`config.mk`:
```
export PLATFORM = sky130hd
export DESIGN_NAME = subtractor_4bits_pipeline_hs_flat
export DESIGN_NICKNAME = d
export VERILOG_FILES = /design/src/rtl/subtractor_4bits_pipeline_hs_if.sv /design/src/rtl/subtractor_4bits_pipeline_hs.sv /design/src/flat_wrapper.sv
export SDC_FILE = /design/constraint.sdc
export NUM_CORES = 1
export LEC_CHECK = 0
export BUFFER_PORTS_ARGS = -buffer_cell sky130_fd_sc_hd__buf_2
export CORE_AREA = 5 5 42 44
export CTS_BUF_LIST = sky130_fd_sc_hd__clkbuf_4
export DETAILED_ROUTE_END_ITERATION = 12
export DIE_AREA = 0 0 47 49
export GPL_ROUTABILITY_DRIVEN = 0
export GPL_TIMING_DRIVEN = 1
export PLACE_DENSITY = 0.61
export SLEW_MARGIN = 20
export SYNTH_ARGS = -nofsm -noshare
export SYNTH_HDL_FRONTEND = slang
export SYNTH_SLANG_ARGS = --single-unit
```
`constraint.sdc`:
```
create_clock -name CLK -period 1 [get_ports CLK]
set_input_delay 0.2 -clock CLK [delete_from_list [all_inputs] [get_ports CLK]]
set_output_delay 0.2 -clock CLK [all_outputs]
set_load 0.05 [all_outputs]
```
`src/rtl/subtractor_4bits_pipeline_hs_if.sv`:
```
// ----------------------------------------------------------------------------
// subtractor_4bits_pipeline_hs_if
// Purpose : bundles the operand stream (in_valid/in_ready/a/b) and the result
//           stream (out_valid/out_ready/diff/borrow) of the 4-bit pipelined
//           subtractor.
// Modports:
//   master - producer/consumer side (drives operands and out_ready)
//   slave  - subtractor side (drives in_ready and results)
// ----------------------------------------------------------------------------
interface subtractor_4bits_pipeline_hs_if;
  logic       in_valid;
  logic       in_ready;
  logic [3:0] a;
  logic [3:0] b;
  logic       out_valid;
  logic       out_ready;
  logic [3:0] diff;
  logic       borrow;

  modport master (
    output in_valid, a, b, out_ready,
    input  in_ready, out_valid, diff, borrow
  );

  modport slave (
    input  in_valid, a, b, out_ready,
    output in_ready, out_valid, diff, borrow
  );
endinterface

```
`src/rtl/subtractor_4bits_pipeline_hs.sv`:
```
// ----------------------------------------------------------------------------
// subtractor_4bits_pipeline_hs
// Purpose : 4-bit unsigned subtractor, {borrow, diff} = {1'b0,a} - {1'b0,b},
//           with valid/ready handshakes on operands and results. The pipeline
//           depth is picked at elaboration: two stages when
//           CLOCK_FREQUENCY > HIGH_SPEED (2-bit borrow chain per stage),
//           otherwise a single stage.
// Ports   :
//   CLK  - clock, rising edge
//   RST  - asynchronous active-low reset, clears all valid and data registers
//   bus  - slave modport: in_valid/in_ready/a/b in, out_valid/out_ready/
//          diff/borrow out (diff, borrow, out_valid are registered)
// Macro   : SUBTRACTOR_SATURATE_EN - when defined, diff is forced to 0 in the
//           last stage whenever the borrow is 1 (borrow still reads 1).
// ----------------------------------------------------------------------------
module subtractor_4bits_pipeline_hs #(
  parameter logic [8:0] CLOCK_FREQUENCY = 9'd100,
  parameter logic [8:0] HIGH_SPEED      = 9'd150
) (
  input  logic                          CLK,
  input  logic                          RST,
  subtractor_4bits_pipeline_hs_if.slave bus
);

  generate
    if (CLOCK_FREQUENCY > HIGH_SPEED) begin : g_high
      // S1: low half of the difference plus the operands' high halves
      logic [2:0] lo;
      logic       s1_valid;
      logic [1:0] s1_dlo;
      logic       s1_c;
      logic [1:0] s1_ahi;
      logic [1:0] s1_bhi;
      // S2: full result
      logic [2:0] hi;
      logic [3:0] s2_diff_next;
      logic       s2_valid;
      logic [3:0] s2_diff;
      logic       s2_borrow;
      logic       s1_advance;
      logic       in_ready;

      assign lo = {1'b0, bus.a[1:0]} - {1'b0, bus.b[1:0]};
      // The borrow out of bit 1 is folded in here, so each stage only
      // carries a 2-bit borrow chain.
      assign hi = {1'b0, s1_ahi} - {1'b0, s1_bhi} - {2'b00, s1_c};

`ifdef SUBTRACTOR_SATURATE_EN
      assign s2_diff_next = hi[2] ? 4'h0 : {hi[1:0], s1_dlo};
`else
      assign s2_diff_next = {hi[1:0], s1_dlo};
`endif

      // S1 can move on when S2 is empty or S2 drains this cycle.
      assign s1_advance = ~s2_valid | bus.out_ready;
      assign in_ready   = ~s1_valid | s1_advance;

      always_ff @(posedge CLK or negedge RST) begin
        if (!RST) begin
          s1_valid  <= 1'b0;
          s1_dlo    <= 2'b00;
          s1_c      <= 1'b0;
          s1_ahi    <= 2'b00;
          s1_bhi    <= 2'b00;
          s2_valid  <= 1'b0;
          s2_diff   <= 4'h0;
          s2_borrow <= 1'b0;
        end else begin
          if (s1_advance) begin
            s2_valid <= s1_valid;
          end
          if (s1_advance && s1_valid) begin
            s2_diff   <= s2_diff_next;
            s2_borrow <= hi[2];
          end
          if (in_ready) begin
            s1_valid <= bus.in_valid;
          end
          if (in_ready && bus.in_valid) begin
            s1_dlo <= lo[1:0];
            s1_c   <= lo[2];
            s1_ahi <= bus.a[3:2];
            s1_bhi <= bus.b[3:2];
          end
        end
      end

      assign bus.in_ready  = in_ready;
      assign bus.out_valid = s2_valid;
      assign bus.diff      = s2_diff;
      assign bus.borrow    = s2_borrow;
    end else begin : g_low
      logic [4:0] full;
      logic [3:0] s1_diff_next;
      logic       s1_valid;
      logic [3:0] s1_diff;
      logic       s1_borrow;
      logic       in_ready;

      assign full = {1'b0, bus.a} - {1'b0, bus.b};

`ifdef SUBTRACTOR_SATURATE_EN
      assign s1_diff_next = full[4] ? 4'h0 : full[3:0];
`else
      assign s1_diff_next = full[3:0];
`endif

      // Single stage: it advances exactly when the consumer takes the result.
      assign in_ready = ~s1_valid | bus.out_ready;

      always_ff @(posedge CLK or negedge RST) begin
        if (!RST) begin
          s1_valid  <= 1'b0;
          s1_diff   <= 4'h0;
          s1_borrow <= 1'b0;
        end else begin
          if (in_ready) begin
            s1_valid <= bus.in_valid;
          end
          if (in_ready && bus.in_valid) begin
            s1_diff   <= s1_diff_next;
            s1_borrow <= full[4];
          end
        end
      end

      assign bus.in_ready  = in_ready;
      assign bus.out_valid = s1_valid;
      assign bus.diff      = s1_diff;
      assign bus.borrow    = s1_borrow;
    end
  endgenerate

endmodule
```
`src/flat_wrapper.sv`:
```
// flat-port wrapper written by rule: the top's interface ports become plain ports
module subtractor_4bits_pipeline_hs_flat 
#(
  parameter logic [8:0] CLOCK_FREQUENCY = 9'd100,
  parameter logic [8:0] HIGH_SPEED      = 9'd150
)
  (CLK, RST, bus_in_valid, bus_a, bus_b, bus_out_ready, bus_in_ready, bus_out_valid, bus_diff, bus_borrow);
  subtractor_4bits_pipeline_hs_if bus_i ();
  input  logic CLK;
  input  logic RST;
  input wire logic [$bits(bus_i.in_valid)-1:0] bus_in_valid;
  input wire logic [$bits(bus_i.a)-1:0] bus_a;
  input wire logic [$bits(bus_i.b)-1:0] bus_b;
  input wire logic [$bits(bus_i.out_ready)-1:0] bus_out_ready;
  output wire logic [$bits(bus_i.in_ready)-1:0] bus_in_ready;
  output wire logic [$bits(bus_i.out_valid)-1:0] bus_out_valid;
  output wire logic [$bits(bus_i.diff)-1:0] bus_diff;
  output wire logic [$bits(bus_i.borrow)-1:0] bus_borrow;
  assign bus_i.in_valid = bus_in_valid;
  assign bus_i.a = bus_a;
  assign bus_i.b = bus_b;
  assign bus_i.out_ready = bus_out_ready;
  assign bus_in_ready = bus_i.in_ready;
  assign bus_out_valid = bus_i.out_valid;
  assign bus_diff = bus_i.diff;
  assign bus_borrow = bus_i.borrow;
  subtractor_4bits_pipeline_hs #(.CLOCK_FREQUENCY(CLOCK_FREQUENCY), .HIGH_SPEED(HIGH_SPEED)) u_core (.CLK(CLK), .RST(RST), .bus(bus_i));
endmodule
```
# [After elaboration in Yosys (flattened, before gate mapping)]
# Cells that the tools add are included.
[word_totals] register_bits=6 input_bits=12 word_cells=7
[classes] addsub=1 bitwise=2 n_reduce_logical=1
[op_table] op="subtractor 4 x 4 -> 5 bit" count=1
[op_table] op="logical AND 1 bit" count=1
[op_table] op="inverter 1 bit" count=1
[op_table] op="OR 1 bit" count=1

# [Longest topological paths before layout]
[logic_depth] word_depth=3 depth_mapped=7 ltp_nobuf=7

# [Worst setup path before layout]
# OpenSTA, ideal clock, no wires.
[synth_timing] kind="reg2reg" start="register u_core.g_low.s1_valid (netlist: u_core.bus.out_valid)" end="register u_core.g_low.s1_diff[1] (netlist: u_core.bus.diff[1])" setup_ns=0.125 arrival_ns=1.372 required_time_ns=0.875 path_slack_ns=-0.497 stages_incl_launch_ff=5 path_cell_list="dfrtp_1 > nor2b_4 > inv_6 > nand2_4 > mux2_4"
[synth_via] elab_chain_len=3
[synth_rtl] element="from (decl)" line="subtractor_4bits_pipeline_hs.sv:95" rtl="logic s1_valid;"
[synth_rtl] element="from (signal assigned)" line="subtractor_4bits_pipeline_hs.sv:118" rtl="s1_valid <= bus.in_valid;"
[synth_rtl] element="inverter 1 bit" line="subtractor_4bits_pipeline_hs.sv:109" rtl="assign in_ready = ~s1_valid | bus.out_ready;"
[synth_rtl] element="OR 1 bit" line="subtractor_4bits_pipeline_hs.sv:109"
[synth_rtl] element="named net bus_in_ready" line="flat_wrapper.sv:15" rtl="output wire logic [$bits(bus_i.in_ready)-1:0] bus_in_ready;"
[synth_rtl] element="logical AND 1 bit" line="subtractor_4bits_pipeline_hs.sv:120" rtl="if (in_ready && bus.in_valid) begin"
[synth_rtl] element="to (signal assigned)" line="subtractor_4bits_pipeline_hs.sv:121" rtl="s1_diff <= s1_diff_next;"
[synth_rtl] element="to (decl)" line="subtractor_4bits_pipeline_hs.sv:96" rtl="logic [3:0] s1_diff;"
# The timed path passes the listed nets, and every way through them passes these cells.
# A chain may end at the register's enable or synchronous reset.

# [Final worst setup path]
[layout_timing] start="register u_core.g_low.s1_valid (netlist: u_core.bus.out_valid)" end="output port bus_in_ready"
[layout_via] elab_chain_len=2
[layout_rtl] element="inverter 1 bit" line="subtractor_4bits_pipeline_hs.sv:109"
[layout_rtl] element="OR 1 bit" line="subtractor_4bits_pipeline_hs.sv:109"
[layout_rtl] element="to (decl)" line="flat_wrapper.sv:15"
# Every way passes these cells.

==> reports/metrics.yaml <==
fin_util: 0.545
synth_nets: 55
violations: "setup timing"
p_leak_nw: 0.390
grt_pass1_vias: 439
run_status: "finished, violations left"
r2r_cells: 5
cp-end-kind: "output port"
crit_start: "u_core.bus.out_valid$_DFFE_PN0P_"
synth-edff-count: 0
r2r_start: "u_core.bus.out_valid$_DFFE_PN0P_"
path_clk_slew_ns: 0.05
ant_nets: 0
avgSynthCellArea_sq_um: 10.3
critPathRequiredTime_ns: 0.80
path_max_fanout: 3
initial_core_util: 0.280
wl_per_cell_um: 10.9
core_area_sq_um: 1400
yosysWarnings: 0
placed_cell_area_sq_um: 548
timing.fmax_mhz: 833
drv_cap: 0
die_w_um: 47
finalNonFillerCells: 89
relSlewSlack: 0.835
synthFlopType: "dfrtp_1"
setup_viol: 7
drt-total-wl_um: 966
period_minus_slack_ns: 1.20
hold_viol_final: 0
cts_tree: "built"
async_reset_ff_frac: 1.00
die_h_um: 49
grt_overflow: 0
dp_hpwl_um: 741
place_ws_ns: -0.408
period_share: 1.20
cts_buffers: 3
tightestPinTransition_ns: 0.249
num_vias: 395
route.detailed.drc: 0
ys_seq_elements: 6
grt_antenna_before_repair: 0
worstSetupPathType: "reg2out"
final_nets: 91
p_total_mw: 1.16
final_cell_area_sq_um: 763
max-clock-path-buffers: 2
peakVddDrop_v: 0.000528
cts.sinks: 6
holdPathStages: 3
crit_arrival_ns: 1.00
setup_tns_ns: -0.878
cellPowerDensity_nw_per_um2: 1520
rsz0062_at_grt: "yes"
r2r-end: "u_core.bus.diff[1]$_DFFE_PN0P_"
synth_cell_types: 19
skew_ns: 0.00947
fin_ws_ns: -0.200
syn_area_sq_um: 393
grt_pass1_wl_um: 1710
syn_to_final_growth_pct: 94.3
synth_area_leaders: "dfrtp_1, ha_1, o21ai_0"
whs_ns: 0.252
slew_violations: 0
setup.worst_path.end: "bus_in_ready"
rows: 14
portBuffers: 18
drt_iter0_drc: 0
synth_top_area_share: 0.382
r2r_slack_ns: -0.19
drive_above_1_share: 0.658
clk_latency_ns: 0.25
dieArea_sq_um: 2300
synth_common_cells: "inv_1, dfrtp_1, o21ai_0"
syn_inst: 38
synth_top_cell_by_area: "dfrtp_1"
diodes: 0
firstDrtPassIters: 1
cts_root_buffer: "clkbuf_4"
synth.most_common_cell: "inv_1"
io_pins: 19
via_per_inst: 4.44
grt.total_usage: 0.105
holdCritPathClass: "in2reg"
grt_max_degree: 7
yosysSeqAreaShare: 0.382
dpl.cell_count: 77
start_kind: "flip-flop"
cts_max_level: 1
power by group:
| part | internal (mW) | switching [mW] | total, mW |
|---|---|---|---|
| clock | 0.179 | 0.0941 | 0.273 |
| combinational | 0.266 | 0.307 | 0.574 |
| sequential | 0.287 | 0.0279 | 0.315 |
| total | 0.732 | 0.429 | 1.16 |
layer usage:
metal	global-route usage	part of all wire	up-vias
li1	-	-	199
met1	0.129	0.36	174
met2	0.149	0.53	18
met3	0.0148	0.078	4
met4	0.0968	0.036	0
met5	0	0	-
kinds of logic after synthesis:
kind of cell | count (synthesis) | share of synthesized area
fa+ha+maj | 5 | 0.178
compound gates | 11 | 0.172
flops | 6 | 0.382
buf+inv | 8 | 0.0892
simple gates | 6 | 0.118
mux | 1 | 0.0382
xor+xnor | 1 | 0.0223
worst max-delay path, stage by stage, from the launching register on:
cell and delay [ns]:
dfrtp_2 0.35, nor2b_4 0.19, inv_6 0.06, buf_8 0.15
how the worst min path moves through the flow:
stage | startpoint | endpoint | slack (ns)
2_1_floorplan | RST | u_core.bus.borrow$_DFFE_PN0P_ | -0.1
3_3_place_gp | RST | u_core.bus.diff[2]$_DFFE_PN0P_ | 0.03
3_5_place_dp | RST | u_core.bus.borrow$_DFFE_PN0P_ | 0.03
4_1_cts | bus_b[0] | u_core.bus.diff[0]$_DFFE_PN0P_ | 0.24
5_1_grt | bus_b[0] | u_core.bus.diff[0]$_DFFE_PN0P_ | 0.25
6_report | bus_b[0] | u_core.bus.diff[0]$_DFFE_PN0P_ | 0.25
placed cells by master, fill, tap and decap left out:
master         Yosys  layout
a21o_1             1       1
a21oi_2            0       1
and3b_1            1       1
buf_12             0       1
buf_2              0      10
buf_4              0      10
buf_6              0       8
buf_8              0       1
clkbuf_4           0       4
dfrtp_1            6       5
dfrtp_2            0       1
dlygate4sd3_1      0       1
fa_2               0       1
ha_1               4       3
ha_4               0       1
inv_1              7       5
inv_2              0       1
inv_4              0       1
inv_6              1       1
mux2_4             1       1
nand2_1            1       1
nand2_8            0       1
nand3_1            1       1
nor2_1             1       1
nor2b_4            1       1
o2111ai_1          1       1
o21ai_1            0       4
o21ai_2            0       2
o311ai_1           1       1
o31ai_4            0       1
xnor2_2            0       1
state kept, by name, indices dropped and copies added (netlist names):
signal,count
u_core.bus.borrow,1
u_core.bus.diff,4
u_core.bus.out_valid,1
final cells by class:
type | instances | area, sq um
clock buffers | 4 | 30.0
fillers | 133 | 638
inverters | 8 | 37.5
multi-input cells | 24 | 264
flip-flops and latches | 6 | 151
well taps | 16 | 20.0
repair buffers | 31 | 260
what timing repair did:
item,in CTS,in global routing
resized for setup,27,6
endpoints found under the setup margin,12,12
hold endpoints to repair,6,0
setup buffers,5,2
pin swaps,5,0
cloned,0,0
hold buffers,1,0
(Power assumes the default switching activity.)
